## src/rtl/reg_scoreboard.sv

```systemverilog
// reg_scoreboard: per-register latency scoreboard for an in-order pipeline.
// Each architectural register r = 1..31 has a down-counter holding the number
// of cycles until its pending result becomes forwardable. The ID stage stalls
// while any source it actually reads has a nonzero counter.
// Optional feature: define SCOREBOARD_STATS_EN to count stalled issue cycles
// on stall_cycles; otherwise stall_cycles is tied to zero.
module reg_scoreboard #(
    parameter int LAT_W = 3
) (
    input  logic             clk,
    input  logic             reset,
    input  logic             issue_valid,
    input  logic             issue_we,
    input  logic [4:0]       issue_waddr,
    input  logic [LAT_W-1:0] issue_lat,
    input  logic [4:0]       rs_addr,
    input  logic [4:0]       rt_addr,
    input  logic             rs_used,
    input  logic             rt_used,
    output logic             stall,
    output logic             issue_ack,
    output logic [5:0]       pending_cnt,
    output logic [15:0]      stall_cycles
);

    localparam logic [LAT_W-1:0] CNT_ZERO = {LAT_W{1'b0}};
    localparam logic [LAT_W-1:0] CNT_ONE  = {{(LAT_W-1){1'b0}}, 1'b1};

    // Counter decremented by one, saturating at zero.
    function automatic logic [LAT_W-1:0] sat_dec(input logic [LAT_W-1:0] v);
        logic [LAT_W-1:0] res;
        if (v != CNT_ZERO) begin
            res = v - CNT_ONE;
        end else begin
            res = CNT_ZERO;
        end
        return res;
    endfunction

    // Larger of two counter values; a WAW reissue never shortens a pending wait.
    function automatic logic [LAT_W-1:0] cnt_max(input logic [LAT_W-1:0] a,
                                                 input logic [LAT_W-1:0] b);
        logic [LAT_W-1:0] res;
        if (a > b) begin
            res = a;
        end else begin
            res = b;
        end
        return res;
    endfunction

    // Entry 0 exists only to keep indexing uniform; it is held at zero.
    logic [LAT_W-1:0] cnt_q [32];
    logic [LAT_W-1:0] cnt_d [32];
    logic [5:0]       pend_q;
    logic [5:0]       pend_d;
    logic             rs_busy_s;
    logic             rt_busy_s;

    // Hazard detection from pre-edge counters, so an instruction never waits on its own destination.
    always_comb begin
        rs_busy_s = rs_used && (rs_addr != 5'd0) && (cnt_q[rs_addr] != CNT_ZERO);
        rt_busy_s = rt_used && (rt_addr != 5'd0) && (cnt_q[rt_addr] != CNT_ZERO);
        stall     = rs_busy_s || rt_busy_s;
        issue_ack = issue_valid && !stall;
    end

    // Next-state counters: decrement everywhere, load max(lat, cnt-1) on an accepted write.
    always_comb begin
        pend_d = 6'd0;
        for (int r = 0; r < 32; r++) begin
            if (r == 0) begin
                cnt_d[r] = CNT_ZERO;
            end else if (issue_ack && issue_we && (issue_waddr == 5'(r))) begin
                cnt_d[r] = cnt_max(issue_lat, sat_dec(cnt_q[r]));
            end else begin
                cnt_d[r] = sat_dec(cnt_q[r]);
            end
            pend_d = pend_d + {5'd0, (cnt_d[r] != CNT_ZERO)};
        end
    end

    // Counter and pending-count registers; reset overrides any simultaneous issue.
    always_ff @(posedge clk) begin
        if (reset) begin
            for (int r = 0; r < 32; r++) begin
                cnt_q[r] <= CNT_ZERO;
            end
            pend_q <= 6'd0;
        end else begin
            for (int r = 0; r < 32; r++) begin
                cnt_q[r] <= cnt_d[r];
            end
            pend_q <= pend_d;
        end
    end

    assign pending_cnt = pend_q;

`ifdef SCOREBOARD_STATS_EN
    logic [15:0] stall_cycles_q;
    logic [15:0] stall_cycles_d;

    // Saturating count of cycles where an instruction was presented but stalled.
    always_comb begin
        if (issue_valid && stall && (stall_cycles_q != 16'hFFFF)) begin
            stall_cycles_d = stall_cycles_q + 16'd1;
        end else begin
            stall_cycles_d = stall_cycles_q;
        end
    end

    // Stall statistics register.
    always_ff @(posedge clk) begin
        if (reset) begin
            stall_cycles_q <= 16'h0000;
        end else begin
            stall_cycles_q <= stall_cycles_d;
        end
    end

    assign stall_cycles = stall_cycles_q;
`else
    assign stall_cycles = 16'h0000;
`endif

endmodule
```

## config.mk

```make
export PLATFORM = sky130hd
export DESIGN_NAME = reg_scoreboard
export DESIGN_NICKNAME = d
export VERILOG_FILES = /design/src/rtl/reg_scoreboard.sv
export SDC_FILE = /design/constraint.sdc
export NUM_CORES = 1
export LEC_CHECK = 0
export CORE_MARGIN = 1.5
export CORE_UTILIZATION = 55
export DETAILED_ROUTE_END_ITERATION = 16
export HOLD_SLACK_MARGIN = 0.02
export PLACE_DENSITY = 0.81
export SLEW_MARGIN = 20
export SYNTH_ARGS = -nofsm -noshare
export SYNTH_HDL_FRONTEND = slang
export SYNTH_SLANG_ARGS = --single-unit
```

## constraint.sdc

```tcl
create_clock -name clk -period 16.35 [get_ports clk]
set_input_delay 3.27 -clock clk [delete_from_list [all_inputs] [get_ports clk]]
set_output_delay 3.27 -clock clk [all_outputs]
set_load 0.005 [all_outputs]
```

; ---- Word-level counts from Yosys, hierarchy flattened
; Memories as Yosys holds them, arrays and structs flattened.
; Cells that the tools add are included.
[totals]
ff_bits = 6
ram_bits = 96
input_bits = 24
out_inout_bits = 24
word_cells = 421
memories = 1
[memory_table]
columns = name, words, width, rd, rd_ports_with_merged_regs, wr, line_no
row1 = cnt_q, 32, 3, 33, 0, 32, 53  ; logic [LAT_W-1:0] cnt_q [32];
[op_classes]
n_addsub = 61
magnitude_cmp = 31
n_eq_ne = 31
mux = 159
n_bitwise = 32
reduce_logical = 105
[ops]
columns = op, count
row1 = 3-bit 2-to-1 mux, 156
row2 = 3-bit nonzero test, 64
row3 = 6-bit by 1-bit adder with 6-bit output, 25
row4 = 3-bit greater-than comparator, 31
row5 = 3-bit by 1-bit subtractor with 3-bit output (second input constant), 31
row6 = 5-bit equality test (second input constant), 16
row7 = 5-bit by 4-bit equality test with 1-bit output (second input constant), 8
row8 = 1-bit logical AND, 37
row9 = 1-bit OR, 32
row10 = 5-bit by 3-bit equality test with 1-bit output (second input constant), 4
row11 = 5-bit by 2-bit equality test with 1-bit output (second input constant), 2
row12 = 5-bit nonzero test, 2
row13 = 5-bit by 1-bit adder with 6-bit output, 1
row14 = 4-bit by 1-bit adder with 5-bit output, 1
row15 = 5-bit by 1-bit equality test with 1-bit output (second input constant), 1
row16 = 3-bit by 1-bit adder with 4-bit output, 1
row17 = 2-bit by 1-bit adder with 3-bit output, 1
row18 = 1-bit 2-to-1 mux, 3
row19 = 1-bit by 1-bit adder with 2-bit output, 1
row20 = 1-bit zero test, 1
row21 = 1-bit logical OR, 1

; ---- Logic depth before layout (Yosys ltp)
[logic_depth]
depth_word = 43
mapped_depth = 27
ltp_nobuf = 26

; ---- Worst setup path after synthesis
; No wires, ideal clock.
[synth_path]
path_kind = input to register
startpoint = in rt_addr[0]
endpoint = reg pend_q[4] (netlist: pending_cnt[4])
setup_time_ps = 128
arrival_time_ps = 9694
required_ps = 16222
path_slack_ps = 6529
cell_stages = 24
n_path_buf = 3
cell_sequence = buf_2 buf_6 mux4_2 nor2_1 a41oi_1 a32o_4 buf_12 nand4_4 mux2_4 fa_1 inv_1 fa_1 fa_1 fa_1 fa_1 inv_1 fa_1 inv_1 fa_1 fa_1 a21o_1 a21oi_1 xor2_1 nor2_1
[synth_via]
elab_chain_len = 40
elab_cells_between_ends = 132
cone_classes = add/sub: 30 / mux: 31 / reduce/logical: 70 / memory: 1
[synth_lines]
columns = element, line_no
row1 = "start, declared", 17  ; input logic [4:0] rt_addr,
row2 = memory read 32 x 3 bit / 5-bit nonzero test (equally long branches), -
row3 = 3-bit nonzero test / 1-bit logical AND (equally long branches), 63  ; rt_busy_s = rt_used && (rt_addr != 5'd0) && (cnt_q[rt_addr] != CNT_ZERO);
row4 = 1-bit logical AND (*), 63
row5 = 1-bit logical OR (*), 64  ; stall = rs_busy_s || rt_busy_s;
row6 = 1-bit zero test (*), 65  ; issue_ack = issue_valid && !stall;
row7 = 1-bit logical AND (*), 65
row8 = 1-bit logical AND (*), 74  ; end else if (issue_ack && issue_we && (issue_waddr == 5'(r))) begin
row9 = 1-bit logical AND, 74
row10 = 3-bit 2-to-1 mux, 74
row11 = 3-bit nonzero test, 79  ; pend_d = pend_d + {5'd0, (cnt_d[r] != CNT_ZERO)};
row12 = 1-bit by 1-bit adder with 2-bit output, 79
row13 = 2-bit by 1-bit adder with 3-bit output, 79
row14 = 3-bit by 1-bit adder with 4-bit output, 79
row15 = 4-bit by 1-bit adder with 5-bit output, 79
row16 = 5-bit by 1-bit adder with 6-bit output, 79
row17 = 6-bit by 1-bit adder with 6-bit output (24 in a row), 79
row18 = 6-bit by 1-bit adder with 6-bit output (*), 79
row19 = "end signal, assigned", 94  ; pend_q <= pend_d;
row20 = "end, declared", 55  ; logic [5:0] pend_q;
; Every way passes the cells marked *; elsewhere a longest branch is shown, timed or not.
; A chain may end at the register's enable or synchronous reset.

; ---- Final worst setup path
[layout_path]
startpoint = in rt_addr[1]
endpoint = reg pend_q[4] (netlist: pending_cnt[4])
; Same word-level chain as after synthesis.

==> reports/results.ini <==
[status]
status = finished clean

[logic_synthesis]
ys_ff_latch = 99
syn_inst = 1160
ys_types = 66
post-synth-top-area-cell = ha_1
syn-cell-area_sq_mm = 0.0105
async_flop_share_pct = 0
synth-edff-count = 0
synth-main-ff-cell = dfxtp_1
synth.yosys.seq_area_share_pct = 18.9
post_synth_main_area_contributors = ha_1 (19%), dfxtp_1 (19%), mux2i_1 (9.1%), nand4_4 (5.5%), inv_1 (5.2%)
syn_area_per_cell_sq_um = 9.06
synth.top_cell.area_share_pct = 19.0
synth-warning-count = 0

[pwr]
p_leak_uw = 0.00553
peakVddDrop_mv = 0.0523
power_density_mw_per_mm2 = 51.1

[clock_tree]
cts_hold_buf = 0
clock_latency_ns = 0.37
cts_tree = yes
clockRootBuffer = clkbuf_16
path_clk_slew_ns = 0.07
cts-resized-gates = 0
clk_path_buf_depth = 2
cts_buffers = 9
clkSinkCount = 99
cts_setup_buffers = 0
htree_levels = 3

[routing]
ant_nets = 0
drcViolationCount = 0
routed_via_density = 5.92
vias = 8369
first_pass_iters = 5
wl_per_cell_um = 18.7
totalWireLength_um = 26400
drt_iter0_drc = 606

[sta]
setup_violations = 0
slew_viol_final = 0
slew-limit-headroom_pct = 35.5
clock.fmax_mhz = 87.6
layout_min_cycle_time_ns = 11.42
finalClockSkew_ns = 0.00804
tns_ns = 0
rsz0062_at_grt = false
fin_crit_sh_pct = 69.8
final-hold-violation-count = 0
worst_slew_pin_slew_ns = 0.964
setup_ws_ns = 4.93

[setup_path]
worstPathRequired_ns = 16.59
reg2regPathDepth = 23
r2r_slack_ns = 8.21
start_kind = input pin
path_class = input pin to flop
end_kind = flop
crit_path_start = rt_addr[1]
critPathCapture = pending_cnt[4]
worstPathArrival_ns = 11.66
worstPathMaxFanout = 33
r2r_end = pending_cnt[4]
r2r-start = cnt_q[2][1]

[final_layout]
stdcell_count = 1414
finish.utilization_pct = 59.7
most-common-layout-cells = ha_1 (160), inv_1 (146), nor2_1 (121)
num-nets-final = 1382
antenna_cells = 0
drive_above_1_share_pct = 9.49
layout_commonest_cell = ha_1
area_growth_pct = 6.24

[floorplan]
die_h_um = 141
core_sq_mm = 0.0187
die_w_um = 141
row_count = 50
io_pins = 48
initial_core_util_pct = 56.2
dieArea_sq_mm = 0.0200

[worst_hold_path]
holdCritPathClass = flop to flop

[global_routing]
grt_pass1_vias = 8195
top_usage_layer = met2
grt_use_met3_pct = 4.55
grt_start_max_net_pins = 59
grt-ovfl-total = 0
grt_pass1_wl_um = 43100
grt_use_met1_pct = 36.5
grt_antenna_before_repair = 0
met2_usage_pct = 45.6
track_usage_pct = 27.5

[placed_design]
hpwl_um = 19400
pre_cts_slack_ns = 4.46
placed_cells = 1397
io_buffer_count = 31
gp_congestion = 0.893

[run]
drv_cap = 0

## worst min-delay path by stage
stage            startpoint            to  slack, ns  depth (start not counted)
3_3_place_gp   cnt_q[30][0]  cnt_q[30][0]       0.56                          2
4_1_cts        cnt_q[31][0]  cnt_q[31][0]       0.59                          2
2_1_floorplan  cnt_q[31][0]  cnt_q[31][0]       0.54                          2
3_5_place_dp   cnt_q[21][0]  cnt_q[21][0]       0.57                          2
5_1_grt        cnt_q[31][0]  cnt_q[31][0]       0.61                          2
6_report       cnt_q[31][0]  cnt_q[31][0]       0.59                          2
## logic make-up (layout without fill, tap and decap cells)
logic type	after synthesis	in the layout	synth area share (%)
adders and majority gates	183	183	23.4
DFF	99	99	18.9
xor gates and xnor gates	3	3	0.250
buffers and inverters	201	206	9.11
other	1	16	0.0357
and+or+nand+nor	379	379	22.9
muxes	136	136	15.3
AOI/OAI and AO/OA	158	158	10.2
## state kept, by name, summed over array words and instances, names as in the netlist
name / cells
cnt_q: 93
pending_cnt: 6
## area by class of cell
cell class / instances / area [sq um]
Clock buffer: 9 / 225
Sequential cell: 99 / 1980
Multi-Input combinational cell: 875 / 7640
Inverter: 148 / 556
Fill cell: 1573 / 7540
Tap cell: 234 / 293
Clock inverter: 7 / 77.6
Timing Repair Buffer: 42 / 398
## cell usage after synthesis, drive strengths merged (2+ instances only)
library cell	number
nand3b	2
or2	6
nand2b	38
nand3	12
a311oi	27
a21oi	71
ha	160
inv	148
and4	2
clkbuf	22
mux4	8
mux2i	96
fa	23
o211ai	2
nor2b	7
or3	33
o21ai	5
nand2	35
and2	30
dfxtp	99
mux2	32
and3	3
a32oi	2
nor4	8
nor3b	19
a21o	32
nand4	30
and2b	2
nor2	124
or4	2
buf	31
a211oi	6
nor3	24
xor2	2
## through the flow
| stage | hold WS (ns) | area (sq um) | total power [uW] |
|---|---|---|---|
| after floorplan | 0.536 | 10600 | 321 |
| after global placement | 0.560 | 10800 | 344 |
| after detailed placement | 0.574 | 10800 | 346 |
| after CTS | 0.586 | 11100 | 571 |
| after global routing | 0.614 | 11200 | 591 |
| final | 0.589 | 11200 | 570 |
## worst max-delay path, stage by stage
cell and delay, ns:
clkdlybuf4s50_1 0.86, or4_1 0.67, a21oi_1 0.16, a2111oi_0 0.10
o31ai_1 0.31, a32o_4 0.81, and4_1 0.47, mux2i_1 0.14
fa_1 0.55, inv_1 0.06, fa_1 0.47, inv_1 0.05
fa_1 0.60, fa_1 0.50, fa_1 0.56, inv_1 0.06
fa_1 0.53, inv_1 0.06, fa_1 0.46, fa_1 0.42
a21o_1 0.19, a21oi_1 0.16, xor2_1 0.15, nor2_1 0.05
## where the power goes
| group | internal [uW] | switching (uW) | total [uW] |
|---|---|---|---|
| clock network | 120 | 107 | 226 |
| logic | 36.5 | 64.2 | 101 |
| registers | 242 | 0.883 | 243 |
## metal layers
metal	wire length, um	vias to the layer above
met1	11600	4011
met4	699	0
met2	12300	284
li1	-	4021
met5	0	-
met3	1830	53
No activity file was read; power rests on OpenSTA's default activity.
==> patch 1, RTL diff (config.mk and constraints unchanged) <==
Add a define of `SCOREBOARD_STATS_EN`.
--- a/src/rtl/reg_scoreboard.sv
+++ b/src/rtl/reg_scoreboard.sv
@@ -4,6 +4,8 @@
 // while any source it actually reads has a nonzero counter.
 // Optional feature: define SCOREBOARD_STATS_EN to count stalled issue cycles
 // on stall_cycles; otherwise stall_cycles is tied to zero.
+`define SCOREBOARD_STATS_EN
+
 module reg_scoreboard #(
     parameter int LAT_W = 3
 ) (
Formal check against the unedited RTL: not equivalent (Yosys sat finds a counterexample within 4 cycles, from zero or initial values and one cycle with reset high).
==> patch 1 against the unedited design <==
Count of clock-buffer cells in the layout is 9 higher; via count is 8.3% higher; routed wire length is 5.0% higher; hold slack worse by 0.070 ns; sequential share of layout area is 1.8 points higher; design area is 5.6% higher; sequential cell count is 16 higher; area after synthesis is 0.69% higher; clock power is 59% higher; total power is 30% higher; setup slack worse by 0.41 ns.
==> patch 1: results (changes against the unedited design) <==
| Metric | Value |
|---|---|
| Outcome | completed |
| CTS clock-pin slew for the worst setup and hold paths | roughly 0.060 ns |
| Worst-skew pair later-pin latency | 0.44 ns (+0.07 ns) |
| Maximum fanout along the worst path | 48 (+45%) |
| Number of flip-flops in the largest register | 93 (unchanged) |
| Largest reg by FF count | cnt_q |
| Routed wire length | 27740 um (+5.0%) |
| Maximum count of clock buffers along a single path | 2 (unchanged) |
| Clock Skews | 0.007465 ns (-0.0005768 ns) |
| Leakage component of the power | 5.694 nW (+3.0%) |
| Fraction of the yosys area taken by sequential cells | 0.2175 (+0.02897) |
| First DRT Iteration DRCs | 654 (+7.9%) |
| First-pass iteration count of the detailed router | 5 (unchanged) |
| Wire length of the first global-routing pass | 44370 um (+3.0%) |
| # Post-CTS Setup Buffers | 0 (unchanged) |
| Synth warnings | 0 (unchanged) |
| Met1 Routed Length | 11770 um (+1.6%) |
| Number of global-route vias before repair | 8824 (+7.7%) |
| Largest stage delay on the critical path | 1.03 ns (+0.17 ns) |
| Peak supply drop | 0.00007462 V (+43%) |
| Maximum number of pins on one net before global-route repair | 78 (+32%) |
| GR Util met3 | 0.06851 (+0.02300) |
| Routed length on met3 | 2289 um (+25%) |
| GR met2 Demand/Resource | 0.4775 (+0.02165) |
| Gp weighted congestion | 0.8813 (-1.3%) |
| Antenna violations before repair | 0 (unchanged) |
| Final setup violating endpoints | 0 (unchanged) |
| Non-filler cells in the finished layout | 1488 (+5.2%) |
| Via count | 9062 (+8.3%) |
| Mapped Cells | 1208 (+4.1%) |
| Transition time of the tightest slew-check pin | 0.9528 ns (-0.01080 ns) |
| Met2 wire len | 12760 um (+3.7%) |
| Worst Setup Slack post-DPL | 4.118 ns (-0.3441 ns) |
| Synth Net Count | 1416 |
| Highest layer used for signal routing | met4 |
| Gr usage total | 0.2846 (+0.009691) |
| Post-CTS Resized | 0 (unchanged) |
| Clock root buffer | sky130_fd_sc_hd__clkbuf_16 |
| Hold Path Class | reg2reg |
| Leading cell types by total area after synthesis | sky130_fd_sc_hd__dfxtp_1, sky130_fd_sc_hd__ha_1, sky130_fd_sc_hd__mux2i_1, sky130_fd_sc_hd__nor2_1, sky130_fd_sc_hd__mux2_2 |
| Cell Area, Placed | 0.01122 sq mm (+3.6%) |
| Filler cells | 1587 (+0.89%) |
| Post-synth ARST share | 0 (unchanged) |
| Layout cells sized above 1 | 0.09729 (+0.002373) |
| Slowest stage cell, crit path | sky130_fd_sc_hd__clkdlybuf4s50_1 |
| Synth cell count leaders | sky130_fd_sc_hd__ha_1, sky130_fd_sc_hd__nor2_1, sky130_fd_sc_hd__dfxtp_1 |
| Number of different library cells in the post-synthesis netlist | 55 (-17%) |
| Arrival time at the worst endpoint | 12.13 ns (+0.47 ns) |
| P&R area growth vs syn | 11.44% |
| CTS H-tree lvls | 4 (+1) |
| Antenna diodes | 0 (unchanged) |
| GR met1 Demand/Resource | 0.3497 (-0.01514) |
| Number of port buffers | 47 (+52%) |
| Number of clock buffers inserted by TritonCTS | 17 (+8) |
| Total half-perimeter wirelength after legalization and detailed placement | 19360 um (about the same) |
==> patch 1: cell types whose count changed after synthesis, sizes merged, moves of 16 or more <==
cell | unedited run | this run
nor2b | 7 | 46
a31oi | 1 | 33
nand4 | 30 | 5
a21oi | 71 | 45
o2111ai | 0 | 29
o21a | 1 | 29
a21o | 32 | 3
buf | 31 | 8
a311oi | 27 | 3
dfxtp | 99 | 115
inv | 148 | 114
==> patch 1: power by group <==
part | leakage, nW | total [W] | switching (W) | internal [W]
combinational | 4.50 | 0.0000994 | 0.0000628 | 0.0000366
clock | 0.265 | 0.000360 | 0.000147 | 0.000214
sequential | 0.926 | 0.000283 | 0.00000127 | 0.000282
total | 5.69 | 0.000743 | 0.000211 | 0.000532
==> patch 1: worst paths after layout <==
kind | from | endpoint | slack, ns | cells past startpoint
min | stall_cycles[4] | stall_cycles[4] | 0.52 | 2
min reg2reg | stall_cycles[4] | stall_cycles[4] | 0.52 | 2
max reg2reg | cnt_q[15][0] | pending_cnt[4] | 7.90 | 23
max | rt_addr[0] | pending_cnt[4] | 4.52 | 23
==> patch 1: cells by family after synthesis <==
| group | count (synthesis) | share of synthesized area |
|---|---|---|
| AND/OR/NAND/NOR | 424 | 0.2136 |
| adder cells (fa/ha/maj) | 184 | 0.2338 |
| AO/OA/AOI/OAI | 182 | 0.1281 |
| buffers and inverters | 159 | 0.06029 |
| multiplexers | 141 | 0.1441 |
| flip-flops | 115 | 0.2175 |
| XOR/XNOR | 3 | 0.002483 |
==> patch 1: final cells by class <==
cell class,instances,share of cell area
multi-input combinational,934,0.6487
sequential,115,0.1952
timing repair buffer,59,0.04646
clock buffer,18,0.03723
inverter,114,0.03628
tap,234,0.02482
clock inverter,14,0.01135
==> patch 2, RTL diff (same settings) <==
Without the edit above. Put one more register stage on the output `pending_cnt`, without a reset. The value now appears one clock later. The other outputs are not delayed to match.
--- a/src/rtl/reg_scoreboard.sv
+++ b/src/rtl/reg_scoreboard.sv
@@ -95,7 +95,9 @@
         end
     end
 
-    assign pending_cnt = pend_q;
+    always_ff @(posedge clk) begin
+        pending_cnt <= pend_q;
+    end
 
 `ifdef SCOREBOARD_STATS_EN
     logic [15:0] stall_cycles_q;
Behaviour: not the same (Yosys sat finds a counterexample within 4 cycles, from zero or initial values and one cycle with reset high).
==> patch 2 against the unedited design <==
First-iteration DRC count is 31% higher; core utilization barely moved; total power up 4.4%; sequential cell count grew 6; design area is 0.36% lower; setup slack got worse by 0.11 ns; routed wire length increased by 3.3%; area after synthesis decreased by 1.1%; hold slack worse by 0.26 ns; maximum frequency decreased by 0.91%; register-to-register slack about the same; count of clock-buffer cells in the layout unchanged; die area shrank 1.1%; global-route usage grew 0.68 points.
==> patch 2: results (changes against the unedited design) <==
| Metric | Value |
|---|---|
| Endpoint of the most critical setup path | pend_q[4] |
| Start of the worst register-to-register path | cnt_q[6][0] |
| Non-filler cells in the finished layout | 1416 (+0.14%) |
| Number of global-route vias before repair | 8380 (+2.3%) |
| Met1 Routed Length | 11470 um (-0.98%) |
| Mux share of post-synthesis cell area | 0.1351 (-0.01813) |
| Compound-gate portion of the synthesized area | 0.1082 (+0.006686) |
| Leading cell types by total area after synthesis | sky130_fd_sc_hd__dfxtp_1, sky130_fd_sc_hd__ha_1, sky130_fd_sc_hd__mux2i_1, sky130_fd_sc_hd__inv_1, sky130_fd_sc_hd__fa_1 |
| First-pass iteration count of the detailed router | 6 (+1) |
| Final net count | 1384 (+0.14%) |
| Wire length of the first global-routing pass | 43720 um (+1.5%) |
| Area share of xor/xnor cells in the synthesized design | 0.002528 (+0.00002829) |
| Maximum fanout along the worst path | 22 (-33%) |
| Hold Path Sink | pending_cnt[1] |
| Synth cell count leaders | sky130_fd_sc_hd__ha_1, sky130_fd_sc_hd__inv_1, sky130_fd_sc_hd__nor2_1 |
| Routed wire length | 27290 um (+3.3%) |
| GR met1 Demand/Resource | 0.3565 (-0.008301) |
| Fraction of the yosys area taken by sequential cells | 0.2022 (+0.01369) |
| Outcome | completed |
| Routed length on met3 | 2242 um (+23%) |
| Gr usage total | 0.2817 (+0.006791) |
| Part of the total power dissipated in sequential elements | 0.433 (+0.007) |
| Met2 wire len | 12710 um (+3.2%) |
| GR Util met3 | 0.05641 (+0.01089) |
| Gp weighted congestion | 0.9409 (+5.4%) |
patch 2: cells by family (layout without fill, tap and decap cells):
logic type | count (synthesis) | count (layout)
compound gates | 167 | 167
xor+xnor | 3 | 3
fa+ha+maj | 183 | 183
buf+inv | 197 | 203
flops | 105 | 105
mux | 129 | 129
other cells | 1 | 16
simple gates | 376 | 376
patch 2: stage by stage:
step / area [sq um] / setup WS (ns) / hold slack (ns) / util
2_1_floorplan: 10450 / 6.378 / 0.3096 / -
3_3_place_gp: 10820 / 4.669 / 0.3125 / 0.5803
3_5_place_dp: 10820 / 4.524 / 0.3143 / 0.5803
4_1_cts: 11130 / 4.901 / 0.3318 / 0.5971
5_1_grt: 11130 / 4.578 / 0.3349 / 0.5968
6_report: 11130 / 4.826 / 0.3293 / 0.5968
patch 2: cell type report:
class	instances	area share
multi-input cells	874	0.6739
clock inverters	7	0.007871
flip-flops and latches	105	0.1889
inverters	144	0.04858
clock buffers	9	0.02024
repair buffers	43	0.03418
well taps	234	0.02631
